[src/rtl/irc_pkg.sv]
// Shared types for the IR/button command scheduler: opcodes, FSM states,
// command records and the IR/button to command mapping helpers.
package irc_pkg;

    typedef enum logic [3:0] {
        OP_NOP        = 4'd0,
        OP_CAPTURE    = 4'd1,
        OP_MODE_NEXT  = 4'd2,
        OP_MODE_PREV  = 4'd3,
        OP_FILTER     = 4'd4,
        OP_MODE_RESET = 4'd5
    } op_e;

    typedef enum logic [1:0] {
        ST_IDLE  = 2'd0,
        ST_ISSUE = 2'd1,
        ST_EXEC  = 2'd2
    } state_e;

    typedef struct packed {
        op_e        op;
        logic [7:0] arg;
    } cmd_t;

    typedef struct packed {
        logic vld;
        cmd_t cmd;
    } ev_t;

    localparam cmd_t CMD_NOP = '{op: OP_NOP, arg: 8'h00};

    localparam logic [7:0] IR_CAPTURE    = 8'h12;
    localparam logic [7:0] IR_MODE_NEXT  = 8'h1A;
    localparam logic [7:0] IR_MODE_PREV  = 8'h1E;
    localparam logic [7:0] IR_FILTER_MAX = 8'h09;

    localparam logic SRC_IR  = 1'b0;
    localparam logic SRC_BTN = 1'b1;

    function automatic ev_t ir_map(input logic [7:0] code);
        ev_t ev;
        ev.vld = 1'b1;
        ev.cmd = CMD_NOP;
        case (code)
            IR_CAPTURE:   ev.cmd.op = OP_CAPTURE;
            IR_MODE_NEXT: ev.cmd.op = OP_MODE_NEXT;
            IR_MODE_PREV: ev.cmd.op = OP_MODE_PREV;
            default: begin
                if (code <= IR_FILTER_MAX) begin
                    ev.cmd.op  = OP_FILTER;
                    ev.cmd.arg = code;
                end else begin
                    ev.vld = 1'b0;
                end
            end
        endcase
        return ev;
    endfunction

    // Lowest button index wins when several edges land together.
    function automatic ev_t btn_map(input logic [3:0] fall);
        ev_t ev;
        ev.vld = 1'b1;
        ev.cmd = CMD_NOP;
        if (fall[0]) begin
            ev.cmd.op = OP_CAPTURE;
        end else if (fall[1]) begin
            ev.cmd.op = OP_MODE_NEXT;
        end else if (fall[2]) begin
            ev.cmd.op = OP_MODE_PREV;
        end else if (fall[3]) begin
            ev.cmd.op = OP_MODE_RESET;
        end else begin
            ev.vld = 1'b0;
        end
        return ev;
    endfunction

endpackage

[src/rtl/irc_cmd_fifo.sv]
// Synchronous command FIFO; a push on a full FIFO is accepted when a pop
// happens in the same cycle.
module irc_cmd_fifo
    import irc_pkg::*;
#(
    parameter int unsigned DEPTH = 32'd4
) (
    input  logic clk,
    input  logic rst_n,
    input  logic push,
    input  cmd_t wdata,
    input  logic pop,
    output cmd_t rdata,
    output logic full,
    output logic empty
);

    localparam int unsigned AW = $clog2(DEPTH);
    localparam int unsigned CW = $clog2(DEPTH + 32'd1);

    cmd_t          mem_r [DEPTH];
    logic [AW-1:0] wr_ptr_r;
    logic [AW-1:0] rd_ptr_r;
    logic [CW-1:0] cnt_r;
    logic          push_ok_s;
    logic          pop_ok_s;

    assign full      = (cnt_r == CW'(DEPTH));
    assign empty     = (cnt_r == {CW{1'b0}});
    assign rdata     = mem_r[rd_ptr_r];
    assign pop_ok_s  = pop & ~empty;
    assign push_ok_s = push & (~full | pop_ok_s);

    // Storage and pointer/occupancy bookkeeping.
    always_ff @(posedge clk or negedge rst_n) begin
        if (!rst_n) begin
            for (int i = 0; i < int'(DEPTH); i++) begin
                mem_r[i] <= CMD_NOP;
            end
            wr_ptr_r <= {AW{1'b0}};
            rd_ptr_r <= {AW{1'b0}};
            cnt_r    <= {CW{1'b0}};
        end else begin
            if (push_ok_s) begin
                mem_r[wr_ptr_r] <= wdata;
                wr_ptr_r        <= wr_ptr_r + AW'(32'd1);
            end
            if (pop_ok_s) begin
                rd_ptr_r <= rd_ptr_r + AW'(32'd1);
            end
            case ({push_ok_s, pop_ok_s})
                2'b10:   cnt_r <= cnt_r + CW'(32'd1);
                2'b01:   cnt_r <= cnt_r - CW'(32'd1);
                default: cnt_r <= cnt_r;
            endcase
        end
    end

endmodule

[src/rtl/ir_cmd_sched.sv]
// IR/button command scheduler: map, holdoff, arbitrate, queue and issue camera commands.
// Optional EXEC timeout is built only when IRC_EXEC_TIMEOUT_EN is defined.
module ir_cmd_sched
    import irc_pkg::*;
#(
    parameter int unsigned HOLDOFF_CYC = 32'd10_000_000,
    parameter int unsigned FIFO_DEPTH  = 32'd4,
    parameter int unsigned MODE_COUNT  = 32'd5
`ifdef IRC_EXEC_TIMEOUT_EN
    ,
    parameter int unsigned TIMEOUT_CYC = 32'd50_000_000
`endif
) (
    input  logic       clk,
    input  logic       rst_n,
    input  logic [7:0] ir_code,
    input  logic       ir_strobe,
    input  logic [3:0] btn_n,
    output logic       cmd_valid,
    input  logic       cmd_ready,
    output logic [3:0] cmd_op,
    output logic [7:0] cmd_arg,
    input  logic       cmd_done,
    output logic [2:0] mode,
    output logic       busy,
    output logic [7:0] drop_cnt
);

    localparam int unsigned HW        = $clog2(HOLDOFF_CYC + 32'd1);
    localparam logic [HW-1:0] HOLD_LD = HW'(HOLDOFF_CYC);
    localparam logic [2:0] MODE_LAST  = 3'(MODE_COUNT - 32'd1);

    logic [3:0]    btn_meta_r, btn_sync_r, btn_prev_r;
    logic [3:0]    btn_fall_s;
    logic [HW-1:0] ir_hold_r, btn_hold_r;
    logic [7:0]    ir_last_r;
    ev_t           ir_ev_s, btn_ev_s;
    logic          ir_evt_s, btn_evt_s;
    cmd_t          ir_pend_r, btn_pend_r;
    logic          ir_pend_vld_r, btn_pend_vld_r;
    logic          rr_r;
    logic          gnt_ir_s, gnt_btn_s, push_s;
    logic          ir_drop_s, btn_drop_s;
    cmd_t          push_cmd_s, fifo_head_s;
    logic          fifo_full_s, fifo_empty_s;
    state_e        state_r, state_nxt;
    logic          pop_s, hs_s, timeout_s;
    logic          cmd_valid_r, busy_r, is_mode_op_s;
    op_e           cmd_op_r;
    logic [7:0]    cmd_arg_r, issue_arg_s, drop_cnt_r;
    logic [2:0]    mode_r, mode_calc_s;
    logic [1:0]    drop_inc_s;
    logic [8:0]    drop_sum_s;

    assign btn_fall_s = btn_prev_r & ~btn_sync_r;
    assign cmd_valid  = cmd_valid_r;
    assign cmd_op     = cmd_op_r;
    assign cmd_arg    = cmd_arg_r;
    assign mode       = mode_r;
    assign busy       = busy_r;
    assign drop_cnt   = drop_cnt_r;

    // Button synchroniser and edge history; released (high) out of reset.
    always_ff @(posedge clk or negedge rst_n) begin
        if (!rst_n) begin
            btn_meta_r <= 4'hF;
            btn_sync_r <= 4'hF;
            btn_prev_r <= 4'hF;
        end else begin
            btn_meta_r <= btn_n;
            btn_sync_r <= btn_meta_r;
            btn_prev_r <= btn_sync_r;
        end
    end

    // Source event qualification against the holdoff windows.
    always_comb begin
        ir_ev_s   = ir_map(ir_code);
        btn_ev_s  = btn_map(btn_fall_s);
        ir_evt_s  = 1'b0;
        btn_evt_s = 1'b0;
        if (ir_strobe && ir_ev_s.vld) begin
            ir_evt_s = !((ir_hold_r != {HW{1'b0}}) && (ir_code == ir_last_r));
        end else begin
            ir_evt_s = 1'b0;
        end
        if (btn_ev_s.vld && (btn_hold_r == {HW{1'b0}})) begin
            btn_evt_s = 1'b1;
        end else begin
            btn_evt_s = 1'b0;
        end
    end

    // Holdoff countdowns; an accepted event restarts its source window.
    always_ff @(posedge clk or negedge rst_n) begin
        if (!rst_n) begin
            ir_hold_r  <= {HW{1'b0}};
            btn_hold_r <= {HW{1'b0}};
            ir_last_r  <= 8'h00;
        end else begin
            if (ir_evt_s) begin
                ir_hold_r <= HOLD_LD;
                ir_last_r <= ir_code;
            end else if (ir_hold_r != {HW{1'b0}}) begin
                ir_hold_r <= ir_hold_r - HW'(32'd1);
            end
            if (btn_evt_s) begin
                btn_hold_r <= HOLD_LD;
            end else if (btn_hold_r != {HW{1'b0}}) begin
                btn_hold_r <= btn_hold_r - HW'(32'd1);
            end
        end
    end

    // Arbiter: rr pointer only matters, and only moves, when both sources contend.
    always_comb begin
        gnt_ir_s  = 1'b0;
        gnt_btn_s = 1'b0;
        if (!fifo_full_s || pop_s) begin
            if (ir_pend_vld_r && btn_pend_vld_r) begin
                if (rr_r == SRC_IR) begin
                    gnt_ir_s = 1'b1;
                end else begin
                    gnt_btn_s = 1'b1;
                end
            end else if (ir_pend_vld_r) begin
                gnt_ir_s = 1'b1;
            end else if (btn_pend_vld_r) begin
                gnt_btn_s = 1'b1;
            end else begin
                gnt_ir_s = 1'b0;
            end
        end else begin
            gnt_ir_s = 1'b0;
        end
        push_s     = gnt_ir_s | gnt_btn_s;
        push_cmd_s = gnt_ir_s ? ir_pend_r : btn_pend_r;
        ir_drop_s  = ir_evt_s & ir_pend_vld_r & ~gnt_ir_s;
        btn_drop_s = btn_evt_s & btn_pend_vld_r & ~gnt_btn_s;
    end

    // Per-source pending registers; a slot freed by this cycle's grant can refill at once.
    always_ff @(posedge clk or negedge rst_n) begin
        if (!rst_n) begin
            ir_pend_r      <= CMD_NOP;
            ir_pend_vld_r  <= 1'b0;
            btn_pend_r     <= CMD_NOP;
            btn_pend_vld_r <= 1'b0;
            rr_r           <= SRC_IR;
        end else begin
            if (ir_evt_s && (!ir_pend_vld_r || gnt_ir_s)) begin
                ir_pend_r     <= ir_ev_s.cmd;
                ir_pend_vld_r <= 1'b1;
            end else if (gnt_ir_s) begin
                ir_pend_vld_r <= 1'b0;
            end
            if (btn_evt_s && (!btn_pend_vld_r || gnt_btn_s)) begin
                btn_pend_r     <= btn_ev_s.cmd;
                btn_pend_vld_r <= 1'b1;
            end else if (gnt_btn_s) begin
                btn_pend_vld_r <= 1'b0;
            end
            if (gnt_ir_s && btn_pend_vld_r) begin
                rr_r <= SRC_BTN;
            end else if (gnt_btn_s && ir_pend_vld_r) begin
                rr_r <= SRC_IR;
            end
        end
    end

    irc_cmd_fifo #(.DEPTH(FIFO_DEPTH)) u_fifo (
        .clk   (clk),
        .rst_n (rst_n),
        .push  (push_s),
        .wdata (push_cmd_s),
        .pop   (pop_s),
        .rdata (fifo_head_s),
        .full  (fifo_full_s),
        .empty (fifo_empty_s)
    );

`ifdef IRC_EXEC_TIMEOUT_EN
    localparam int unsigned TW        = $clog2(TIMEOUT_CYC + 32'd1);
    localparam logic [TW-1:0] TO_LAST = TW'(TIMEOUT_CYC - 32'd1);
    logic [TW-1:0] to_cnt_r;

    // Cycles spent in EXEC for the current command.
    always_ff @(posedge clk or negedge rst_n) begin
        if (!rst_n) begin
            to_cnt_r <= {TW{1'b0}};
        end else if (state_r != ST_EXEC) begin
            to_cnt_r <= {TW{1'b0}};
        end else begin
            to_cnt_r <= to_cnt_r + TW'(32'd1);
        end
    end
`endif

    // Issue FSM next-state logic.
    always_comb begin
        state_nxt = state_r;
        pop_s     = 1'b0;
        hs_s      = 1'b0;
        timeout_s = 1'b0;
        case (state_r)
            ST_IDLE: begin
                if (!fifo_empty_s) begin
                    pop_s     = 1'b1;
                    state_nxt = ST_ISSUE;
                end else begin
                    state_nxt = ST_IDLE;
                end
            end
            ST_ISSUE: begin
                if (cmd_ready) begin
                    hs_s      = 1'b1;
                    state_nxt = ST_EXEC;
                end else begin
                    state_nxt = ST_ISSUE;
                end
            end
            ST_EXEC: begin
                if (cmd_done) begin
                    state_nxt = ST_IDLE;
                end
`ifdef IRC_EXEC_TIMEOUT_EN
                else if (to_cnt_r == TO_LAST) begin
                    timeout_s = 1'b1;
                    state_nxt = ST_IDLE;
                end
`endif
                else begin
                    state_nxt = ST_EXEC;
                end
            end
            default: state_nxt = ST_IDLE;
        endcase
    end

    // Mode ops carry the post-update mode as their argument, fixed at pop time.
    always_comb begin
        mode_calc_s  = mode_r;
        issue_arg_s  = fifo_head_s.arg;
        is_mode_op_s = 1'b0;
        case (fifo_head_s.op)
            OP_MODE_NEXT:  mode_calc_s = (mode_r >= MODE_LAST) ? 3'd0 : mode_r + 3'd1;
            OP_MODE_PREV:  mode_calc_s = (mode_r == 3'd0) ? MODE_LAST : mode_r - 3'd1;
            OP_MODE_RESET: mode_calc_s = 3'd0;
            default:       mode_calc_s = mode_r;
        endcase
        case (fifo_head_s.op)
            OP_MODE_NEXT, OP_MODE_PREV, OP_MODE_RESET: issue_arg_s = {5'b00000, mode_calc_s};
            default:                                   issue_arg_s = fifo_head_s.arg;
        endcase
        case (cmd_op_r)
            OP_MODE_NEXT, OP_MODE_PREV, OP_MODE_RESET: is_mode_op_s = 1'b1;
            default:                                   is_mode_op_s = 1'b0;
        endcase
        drop_inc_s = {1'b0, ir_drop_s} + {1'b0, btn_drop_s} + {1'b0, timeout_s};
        drop_sum_s = {1'b0, drop_cnt_r} + {7'b0000000, drop_inc_s};
    end

    // FSM state and registered command/mode/status outputs.
    always_ff @(posedge clk or negedge rst_n) begin
        if (!rst_n) begin
            state_r     <= ST_IDLE;
            cmd_valid_r <= 1'b0;
            cmd_op_r    <= OP_NOP;
            cmd_arg_r   <= 8'h00;
            mode_r      <= 3'd0;
            busy_r      <= 1'b0;
            drop_cnt_r  <= 8'h00;
        end else begin
            state_r <= state_nxt;
            if (pop_s) begin
                cmd_valid_r <= 1'b1;
                cmd_op_r    <= fifo_head_s.op;
                cmd_arg_r   <= issue_arg_s;
            end else if (hs_s) begin
                cmd_valid_r <= 1'b0;
                if (is_mode_op_s) begin
                    mode_r <= cmd_arg_r[2:0];
                end
            end
            busy_r     <= (state_nxt != ST_IDLE) | push_s | ~fifo_empty_s;
            drop_cnt_r <= drop_sum_s[8] ? 8'hFF : drop_sum_s[7:0];
        end
    end

endmodule

[config.mk]
export PLATFORM = sky130hd
export DESIGN_NAME = ir_cmd_sched
export DESIGN_NICKNAME = d
export VERILOG_FILES = /design/src/rtl/irc_pkg.sv /design/src/rtl/irc_cmd_fifo.sv /design/src/rtl/ir_cmd_sched.sv
export SDC_FILE = /design/constraint.sdc
export NUM_CORES = 1
export LEC_CHECK = 0
export BUFFER_PORTS_ARGS = -buffer_cell sky130_fd_sc_hd__buf_2
export CAP_MARGIN = 10
export CORE_UTILIZATION = 60
export CTS_CLUSTER_DIAMETER = 40
export DETAILED_ROUTE_END_ITERATION = 8
export PLACE_DENSITY = 0.79
export SLEW_MARGIN = 20
export SYNTH_ARGS = -nofsm -noshare
export SYNTH_HDL_FRONTEND = slang
export SYNTH_SLANG_ARGS = --single-unit
[constraint.sdc]
create_clock -name clk -period 9.25 [get_ports clk]
set_input_delay 0 -clock clk [delete_from_list [all_inputs] [get_ports clk]]
set_output_delay 0 -clock clk [all_outputs]
set_load 0.005 [all_outputs]
# Word-level counts from Yosys, hierarchy flattened
# Index checks and enable logic that the tools add are counted.
[classes]
add_sub_neg = 10
magnitude_cmp = 5
n_eq_ne = 15
mux = 58
bitwise = 19
n_reduce_logical = 34
[ops]
columns = ["cell", "count"]
rows = [
  ["$mux W24", 4],
  ["$bwmux W48", 1],
  ["$mux W12", 4],
  ["$reduce_bool A24 Y1", 2],
  ["$sub A24 B1 Y24 const B", 2],
  ["$mux W1", 31],
  ["$bmux W12 S2", 1],
  ["$demux W12 S2", 1],
  ["$eq A8 B5 Y1 const B", 3],
  ["$logic_not A24 Y1", 1],
  ["$mux W8", 3],
  ["$mux W3", 6],
  ["$pmux W3 S3", 2],
  ["$eq A4 B2 Y1 const B", 4],
  ["$reduce_bool A2 Y1", 8],
  ["$mux W11", 1],
  ["$add A8 B2 Y9", 1],
  ["$ge A3 B3 Y1 const B", 3],
  ["$logic_and A1 B1 Y1", 9],
  ["$reduce_or A3 Y1", 3],
  ["$eq A4 B3 Y1 const B", 2],
  ["$eq A8 B8 Y1", 1],
  ["$le A8 B4 Y1 const B", 1],
  ["$add A3 B1 Y3 const B", 2],
  ["other kinds (21)", 45],
]
[word_totals]
register_bits = 169
inputBits = 17
output_inout_bits = 25
wordCells = 171

# Depth between registers and ports, before layout
# Gate-level depths: netlist (run 1).
[logic_depth]
word_depth = 13
depth_mapped = 16
ltp_nobuf = 13

# Hierarchy
# Synthesis (run 1) repeated with hierarchy kept, for this count alone.
[unflattened]
hier_cells = 697
hier_area_um2 = 8003.9
[by_module_without_submodules]
columns = ["module", "instances", "cells_each", "area_each_um2", "seq_area_each_um2"]
rows = [
  ["ir_cmd_sched", 1, 541, 5499.0, 2817.7],
  ["irc_cmd_fifo", 1, 156, 2504.9, 1376.3],
]

# Worst setup path before layout (run 1)
# Ideal clock, no wire load.
[synth_timing]
kind = "reg2reg"
start = "register ir_hold_r[15]"
end = "register drop_cnt_r[1] (netlist: drop_cnt[1])"
setup_ps = 70
t_arrival_ps = 3436
required_time_ps = 9180
slack_ps = 5744
stages_incl_launch_ff = 16
path_buffers = 3
synth_period_minus_slack_ps = 3506
cell_sequence = "dfrtp_1 -> or4_4 -> or3_1 -> or3_1 -> buf_2 -> a21oi_2 -> buf_4 -> buf_2 -> nand3_1 -> fa_1 -> inv_1 -> ha_1 -> nand2_1 -> nor2_1 -> nand3_1 -> nand2b_1"
[synth_via]
elab_chain_cells = 9
[synth_rtl]
columns = ["element", "line", "text"]
rows = [
  ["start: declaration", "ir_cmd_sched.sv:35", "logic [HW-1:0] ir_hold_r, btn_hold_r;"],
  ["start signal: assignment", "ir_cmd_sched.sv:97", "ir_hold_r <= {HW{1'b0}};"],
  ["start signal: assignment", "ir_cmd_sched.sv:105", "ir_hold_r <= ir_hold_r - HW'(32'd1);"],
  ["$reduce_bool A24 Y1", "ir_cmd_sched.sv:83", "ir_evt_s = !((ir_hold_r != {HW{1'b0}}) && (ir_code == ir_last_r));"],
  ["$logic_and A1 B1 Y1", "ir_cmd_sched.sv:83", ""],
  ["$logic_not A1 Y1", "ir_cmd_sched.sv:83", ""],
  ["$mux W1", "ir_cmd_sched.sv:82", "if (ir_strobe && ir_ev_s.vld) begin"],
  ["$and A1 B1 Y1 (2 in series)", "ir_cmd_sched.sv:138", "ir_drop_s = ir_evt_s & ir_pend_vld_r & ~gnt_ir_s;"],
  ["$add A1 B1 Y2", "ir_cmd_sched.sv:259", "drop_inc_s = {1'b0, ir_drop_s} + {1'b0, btn_drop_s} + {1'b0, timeout_s};"],
  ["$add A8 B2 Y9", "ir_cmd_sched.sv:260", "drop_sum_s = {1'b0, drop_cnt_r} + {7'b0000000, drop_inc_s};"],
  ["$mux W8", "ir_cmd_sched.sv:286", "drop_cnt_r <= drop_sum_s[8] ? 8'hFF : drop_sum_s[7:0];"],
  ["end signal: assignment", "ir_cmd_sched.sv:286", ""],
  ["end: declaration", "ir_cmd_sched.sv:50", "logic [7:0] cmd_arg_r, issue_arg_s, drop_cnt_r;"],
]
# No other way between the ends.
# A chain may end at the register's enable or synchronous reset.

# Final worst setup path (run 1)
[layout_timing]
start = "register btn_hold_r[4]"
end = "register drop_cnt_r[1] (netlist: drop_cnt[1])"
[layout_via]
elab_chain_cells = 8
[layout_rtl]
columns = ["element", "line", "text"]
rows = [
  ["start: declaration", "ir_cmd_sched.sv:35", ""],
  ["start signal: assignment", "ir_cmd_sched.sv:98", "btn_hold_r <= {HW{1'b0}};"],
  ["start signal: assignment", "ir_cmd_sched.sv:110", "btn_hold_r <= btn_hold_r - HW'(32'd1);"],
  ["$logic_not A24 Y1", "ir_cmd_sched.sv:87", "if (btn_ev_s.vld && (btn_hold_r == {HW{1'b0}})) begin"],
  ["$logic_and A1 B1 Y1", "ir_cmd_sched.sv:87", ""],
  ["$mux W1", "ir_cmd_sched.sv:87", ""],
  ["$and A1 B1 Y1 (2 in series)", "ir_cmd_sched.sv:139", "btn_drop_s = btn_evt_s & btn_pend_vld_r & ~gnt_btn_s;"],
  ["$add A1 B1 Y2", "ir_cmd_sched.sv:259", ""],
  ["$add A8 B2 Y9", "ir_cmd_sched.sv:260", ""],
  ["$mux W8", "ir_cmd_sched.sv:286", ""],
]
# No other way between the ends.

==> results.md, run 1 <==
- Final Non-Filler Cells: 909
- Setup repair after global routing missed its margin: false
- Global Route Usage Sum: 26.2%
- Yosys warns: 0
- GPL Wtd Cong: 0.884
- Initial antenna violation count: 0
- Final net count: 761
- Worst reg2reg path depth: 12
- Max cap viols: 0
- Mapped Area: 0.00749 sq mm
- CP max stage delay: 0.60 ns
- Latest clock arrival within the worst-skew pair: 0.43 ns
- Core ar.: 0.0121 sq mm
- Post-DP HPWL: a little over 10 mm
- Critical path arrival: 3.91 ns
- Unique masters post-synth: 55
- # rows: 40
- Most common cell after layout, fill and taps aside: dfrtp_1
- Final hold slack: 0.133 ns
- Tot Pwr: around 2.2 mW
- Detailed-route via count: 5,334
- Ratio of cells with drive above 1 in the final layout: about 16%
- Starting Density: 61.8%
- Setup Skew: approximately 0.0074 ns
- CTS HTree Levels: 4
- #FFs+latches synth: between 150 and 200
- I/O Buffers: 40
- Post-route core utilization: 70.8%
- Leakage: 3.80 nW
- Worst Hold Launch: ir_code[7]
- Layout area overhead: 14.5%
- Worst-path maximum fanout: 7
- Number of synthesized flops with an enable pin: 0
- VDD IR-drop max: around 110 uV
- PD cells: 256 mW/mm^2
- CTS tree: done
- Root buffer cell: clkbuf_16
- Die width: around 110 um
- WP data required: just under 10 ns
- Cell count after synthesis: 678
- CTS Buf Count: 17
- Final worst-path cycle share: 38.4%
- Final Max Tran Viols: 0
- Mean Syn Cell Area: roughly 11 sq um
- Wire per inst: 16.9 um
- Die area: 0.0129 sq mm
- Final hold viol count: 0
- Vias per Instance: slightly below 6
- Register area share after synthesis: a little over half
- Detail Route Antenna Nets: 0
- Final setup vio count: 0
- CP max stage cell: or4_1
- R2r endpoint: drop_cnt[1]
- Initial DRC count: 328
- Critical Path Sink Type: flip-flop
- Placed cell count: 862
- Drt pass-1 iters: 5
- WS Path Type: reg -> reg
- Clk slew on worst S/H paths: 0.06 ns
- Gr ovfl total: 0
- Max frequency: 281 MHz
- Vias in the first global route: 5,443
- Final wirelength: around 15 mm
- Setup TNS: 0 ns
- Hold crit path type: in -> reg
- Setup crit start kind: flip-flop
- Postcts setup bufs: 0
- Post-Syn Nets: between 700 and 800
- Min Tclk post-route: approximately 3.6 ns
- First-pass GRT wire length: 26.4 mm
- Status: completed
- Async SR Flop Fraction: 100%
- FF-to-FF Start: btn_hold_r[4]
- CP Cell Sequence: or4_1 -> nor4_2 -> nand4_1 -> nor2_1 -> nand2_1 -> fa_1 -> inv_1 -> ha_1 -> nand2_1 -> nor2_1 -> nand3_1 -> nand2b_1
- R2R setup slack: between 5 and 6 ns
- # IOs: 42
- Worst Tran Pin Value: 0.882 ns
- Clock Path Buffers: 2
- Most frequent cells in the layout: dfrtp_1 (150), nand2_1 (87), nor2_1 (44)
- Worst Hold Depth: 5
- Pin count of the biggest net entering global routing: 99
- Hold Crit Endpoint: ir_pend_r[0]
- DRC Markers: 0
- Clock Sinks: roughly 160
- Rel. slew slack: 41.2%
- Ys flop type: dfrtp_1
- Ant diodes: 0
- Chip height: 114 um
what timing repair did:
item | in CTS | in global routing
hold buffers | 15 | 0
resized for setup | 0 | 0
endpoints found under the hold margin | 113 | 0
how the worst max path moves through the flow:
stage / startpoint / endpoint / slack [ns] / depth (start not counted)
5_1_grt: btn_hold_r[11] / drop_cnt[3] / 5.35 / 12
4_1_cts: btn_hold_r[4] / drop_cnt[1] / 5.72 / 12
3_5_place_dp: btn_hold_r[4] / drop_cnt[2] / 5.75 / 12
2_1_floorplan: ir_hold_r[15] / drop_cnt[1] / 5.74 / 15
6_report: btn_hold_r[4] / drop_cnt[1] / 5.70 / 12
3_3_place_gp: ir_hold_r[14] / drop_cnt[1] / 5.90 / 12
synthesized netlist by cell type (2+ instances only):
cell | count | area, sq um
or4_1 | 8 | 60.1
dfstp_2 | 12 | 315
and3_1 | 7 | 43.8
o41ai_1 | 4 | 35.0
xnor2_1 | 26 | 228
or3_1 | 7 | 43.8
nor3_1 | 24 | 120
mux2i_1 | 14 | 140
nand3_1 | 15 | 75.1
a21oi_1 | 24 | 120
nor2b_1 | 9 | 56.3
a211oi_1 | 2 | 15.0
mux4_2 | 11 | 248
o21ai_0 | 31 | 155
mux2_4 | 3 | 45.0
o31ai_1 | 2 | 15.0
or2_2 | 2 | 12.5
clkbuf_1 | 12 | 45.0
fa_1 | 2 | 40.0
and2_0 | 2 | 12.5
nor4_2 | 2 | 25.0
buf_2 | 4 | 20.0
a2bb2oi_1 | 2 | 17.5
nand2_1 | 87 | 327
xor2_1 | 16 | 140
nor4_1 | 14 | 87.6
buf_4 | 2 | 15.0
a31oi_1 | 4 | 25.0
mux2_2 | 9 | 101
inv_1 | 25 | 93.8
nand2b_1 | 14 | 87.6
a32o_1 | 32 | 320
nand4_1 | 8 | 50.1
nand3b_1 | 2 | 15.0
nor2_1 | 44 | 165
buf_1 | 8 | 30.0
dfrtp_1 | 150 | 3750
ha_1 | 14 | 175
nand4b_1 | 2 | 17.5
and2_1 | 7 | 43.8
kinds of logic (layout without fill, tap and decap cells):
group           after synthesis  after routing  synth area share (%)
fa+ha+maj                    16             16                  2.87
simple gates                257            257                  17.0
flops                       162            162                  54.3
mux                          37             37                  7.13
xor+xnor                     42             42                  4.91
compound gates              111            111                  10.8
buf+inv                      52            115                  2.87
other cells                   1              1                0.0501
state kept, by name, indices dropped and copies added, names as in the netlist, 2 cells and up:
signal / flops
u_fifo.mem_r: 44
btn_hold_r: 24
ir_hold_r: 24
ir_pend_r: 11
cmd_arg: 8
drop_cnt: 8
ir_last_r: 8
btn_meta_r: 4
btn_prev_r: 4
btn_sync_r: 4
btn_pend_r: 3
cmd_op: 3
mode: 3
u_fifo.cnt_r: 3
state_r: 2
u_fifo.rd_ptr_r: 2
u_fifo.wr_ptr_r: 2
area by class of cell:
type / count / area, sq um
Clock buffer: 19 / 433
Sequential cell: 162 / 4070
Multi-Input combinational cell: 464 / 3210
Timing Repair Buffer: 58 / 379
Fill cell: 887 / 3540
Tap cell: 168 / 210
Inverter: 25 / 93.8
Clock inverter: 13 / 184
power by group:
group          internal (mW)  total [mW]  switching (mW)
registers              0.836       0.969           0.133
logic                  0.219       0.491           0.272
clock network          0.451       0.732           0.281
total                   1.51        2.19           0.686
routing by layer:
layer	up-vias	part of all wire (%)	global-route usage, %
li1	2519	-	-
met1	2651	43	34.4
met2	145	52	44.1
met3	19	4.2	4.99
met4	0	1.4	9.21
met5	-	0	0
worst max-delay path, delay by kind of cell, from the launching register on:
kind | cells | cell delay (ns)
flops | 1 | 0.40
fa+ha+maj | 2 | 0.60
simple gates | 9 | 2.39
buf+inv | 1 | 0.09
per-stage QoR:
stage | cell area (sq um) | setup WS, ns
floorplan | 7490 | 5.74
global placement | 7810 | 5.90
detailed placement | 7810 | 5.75
CTS | 8580 | 5.72
global route | 8580 | 5.35
finish | 8580 | 5.70
No activity file was read; power rests on OpenSTA's default activity.
==> run 2: changes to the inputs <==
CORE_UTILIZATION = 55   (was 60)
PLACE_DENSITY = 0.76   (was 0.79)
clock period = 2.9 ns   (was 9.25 ns; I/O delays follow)
==> run 2 against run 1 <==
Effect of this change: the flow now finishes with violations (negative setup slack); count of clock-buffer cells in the layout is 1 higher; sequential share of layout area down 2.1 points; die area up 8.9%.
==> results.md, run 2 (synthesis gave the netlist of run 1 again) <==
- Status: complete, but fails checks
- Failing checks: negative setup slack
- Final hold viol count: 0
- Clock Sinks: 162
- Largest registers: u_fifo.mem_r: 44 flops, btn_hold_r: 24 flops, ir_hold_r: 24 flops
- CTS tree: done
- I/O Buffers: 40
- Rel. slew slack: 38.5%
- Drt pass-1 iters: 7
- Placed cell count: 905
- Max reg flops: 44
- Final net count: about 800
- Initial antenna violation count: 0
- Buf+Inv Stages, Crit Path: 1
- CP max stage delay: 0.54 ns
- Detailed-route via count: 5,579
- Leakage: 4.00 nW
- Most frequent cells in the layout: dfrtp_1 (150), nand2_1 (82), nor2_1 (42)
- CP Cell Sequence: or4_4 -> or3_4 -> or3_4 -> a21oi_4 -> nand3_2 -> fa_2 -> inv_2 -> nand3_2 -> nor2_2 -> nand3_1 -> mux2_2
- Final worst-path cycle share: 106%
- Layout area overhead: 19.8%
- Crit path max-delay family: simple AND/OR/NAND/NOR gates
- Most flop-heavy register: u_fifo.mem_r
- Global Route Usage Sum: 25.1%
- # rows: 42
- Post-DP HPWL: 10.8 mm
- Max frequency: 325 MHz
- Final Non-Filler Cells: ~950
- Clock Path Buffers: 2
- Highest metal used: met4
- Final Max Tran Viols: 0
- Final setup vio count: 8
- DRC Markers: 0
- Core ar.: 0.0132 sq mm
- Fin area: 0.00898 sq mm
- Met1 Wirelength: 6.87 mm
- Setup crit start kind: flip-flop
- Setup repair after global routing missed its margin: true
- CP max stage cell: or4_4
- Filler cells: between 900 and 1,000
- Post-place instance area: 0.00812 sq mm
- Min Tclk post-route: 3.07 ns
- Starting Density: between 50% and 60%
- Max cap viols: 0
- Chip height: approximately 120 um
- Worst-path maximum fanout: 2
- Vias per Instance: 5.85
- Initial DRC count: 363
- Wire per inst: 17.2 um
- Latest clock arrival within the worst-skew pair: 0.43 ns
- Setup TNS: -0.929 ns
- Detail Route Antenna Nets: 0
- Post-route core utilization: 67.8%
- Setup ws final: -0.174 ns
- WS Path Type: reg -> reg
- Setup Skew: between 0.006 and 0.007 ns
- Die area: approximately 0.014 sq mm
- First-pass GRT wire length: about 28 mm
- Met2 Routed Length: 8.46 mm
- GPL Wtd Cong: between 0.8 and 0.9
- Die width: 119 um
- VDD IR-drop max: 457 uV
- Final hold slack: 0.0835 ns
- Most common cell after layout, fill and taps aside: dfrtp_1
- CTS HTree Levels: 4
- Clk slew on worst S/H paths: 0.06 ns
- Final wirelength: 16.4 mm
- # IOs: between 40 and 50
- Ant diodes: 0
- Ratio of cells with drive above 1 in the final layout: around 22%
- Met3 WL: 880 um
- Hold crit path type: in -> reg
- CTS Buf Count: 17
- PD cells: 797 mW/mm^2
- Gr ovfl total: 0
- Critical path arrival: 3.39 ns
- Pin count of the biggest net entering global routing: roughly 100
- Worst Tran Pin Value: 0.922 ns
- Critical Path Sink Type: flip-flop
- Root buffer cell: clkbuf_16
- Vias in the first global route: 5,644
- WP data required: 3.21 ns
-- run 2: cell types whose count changed in the layout (fill, tap and decap cells not counted), sizes merged --
cell / change
buf: +37
clkbuf: +1
dlygate4sd3: -1
clkinvlp: -1
-- run 2: final cells by class --
type	instances	area [sq um]	area share, %
clock inverter	12	180	2.01
clock buffer	20	457	5.09
sequential	162	4070	45.3
multi-input combinational	464	3300	36.7
tap	176	220	2.45
timing repair buffer	94	659	7.35
inverter	25	93.8	1.05
-- run 2: worst paths after layout --
check,slack [ns],cells after the start,startpoint,to
max in group asynchronous,1.73,3,rst_n,btn_meta_r[1]
worst min register to register,0.36,0,btn_meta_r[3],btn_sync_r[3]
worst max-delay path,-0.17,11,ir_hold_r[17],drop_cnt[7]
worst min-delay path,0.08,5,ir_code[7],ir_pend_r[8]
worst max register to register,-0.17,11,ir_hold_r[17],drop_cnt[7]
min in group asynchronous,0.24,2,rst_n,cmd_valid
-- run 2: power breakdown --
part           switching [mW]  internal [mW]  leakage (nW)
logic                   0.970          0.789          1.65
registers               0.332           2.67          2.05
clock network           0.902           1.49         0.307
-- run 2: metal layers --
metal / vias to the layer above / track usage (%)
li1: 2599 / -
met1: 2787 / 32.3
met2: 176 / 42.3
met3: 17 / 5.07
met4: 0 / 8.47
met5: - / 0
-- run 2: tightest hold or removal path: cells and delay by family --
family / cells / cell delay, ns
AND/OR/NAND/NOR: 2 / 0.15
buffers and inverters: 2 / 0.26
multiplexers: 1 / 0.06
-- run 2: metrics by stage --
step	total power, mW	worst slack [ns]
after floorplan	4.16	-0.406
after global placement	4.64	-0.121
after detailed placement	4.76	-0.221
after CTS	7.18	-0.169
after global routing	7.56	-0.283
final	7.15	-0.174
-- run 2: what timing repair did --
item,4_1_cts,5_1_grt
endpoints found under the setup margin,9,12
gates resized for setup,8,5
pin swaps,6,4
endpoints found under the hold margin,110,0
buffers inserted,2,2
hold buffers,14,0
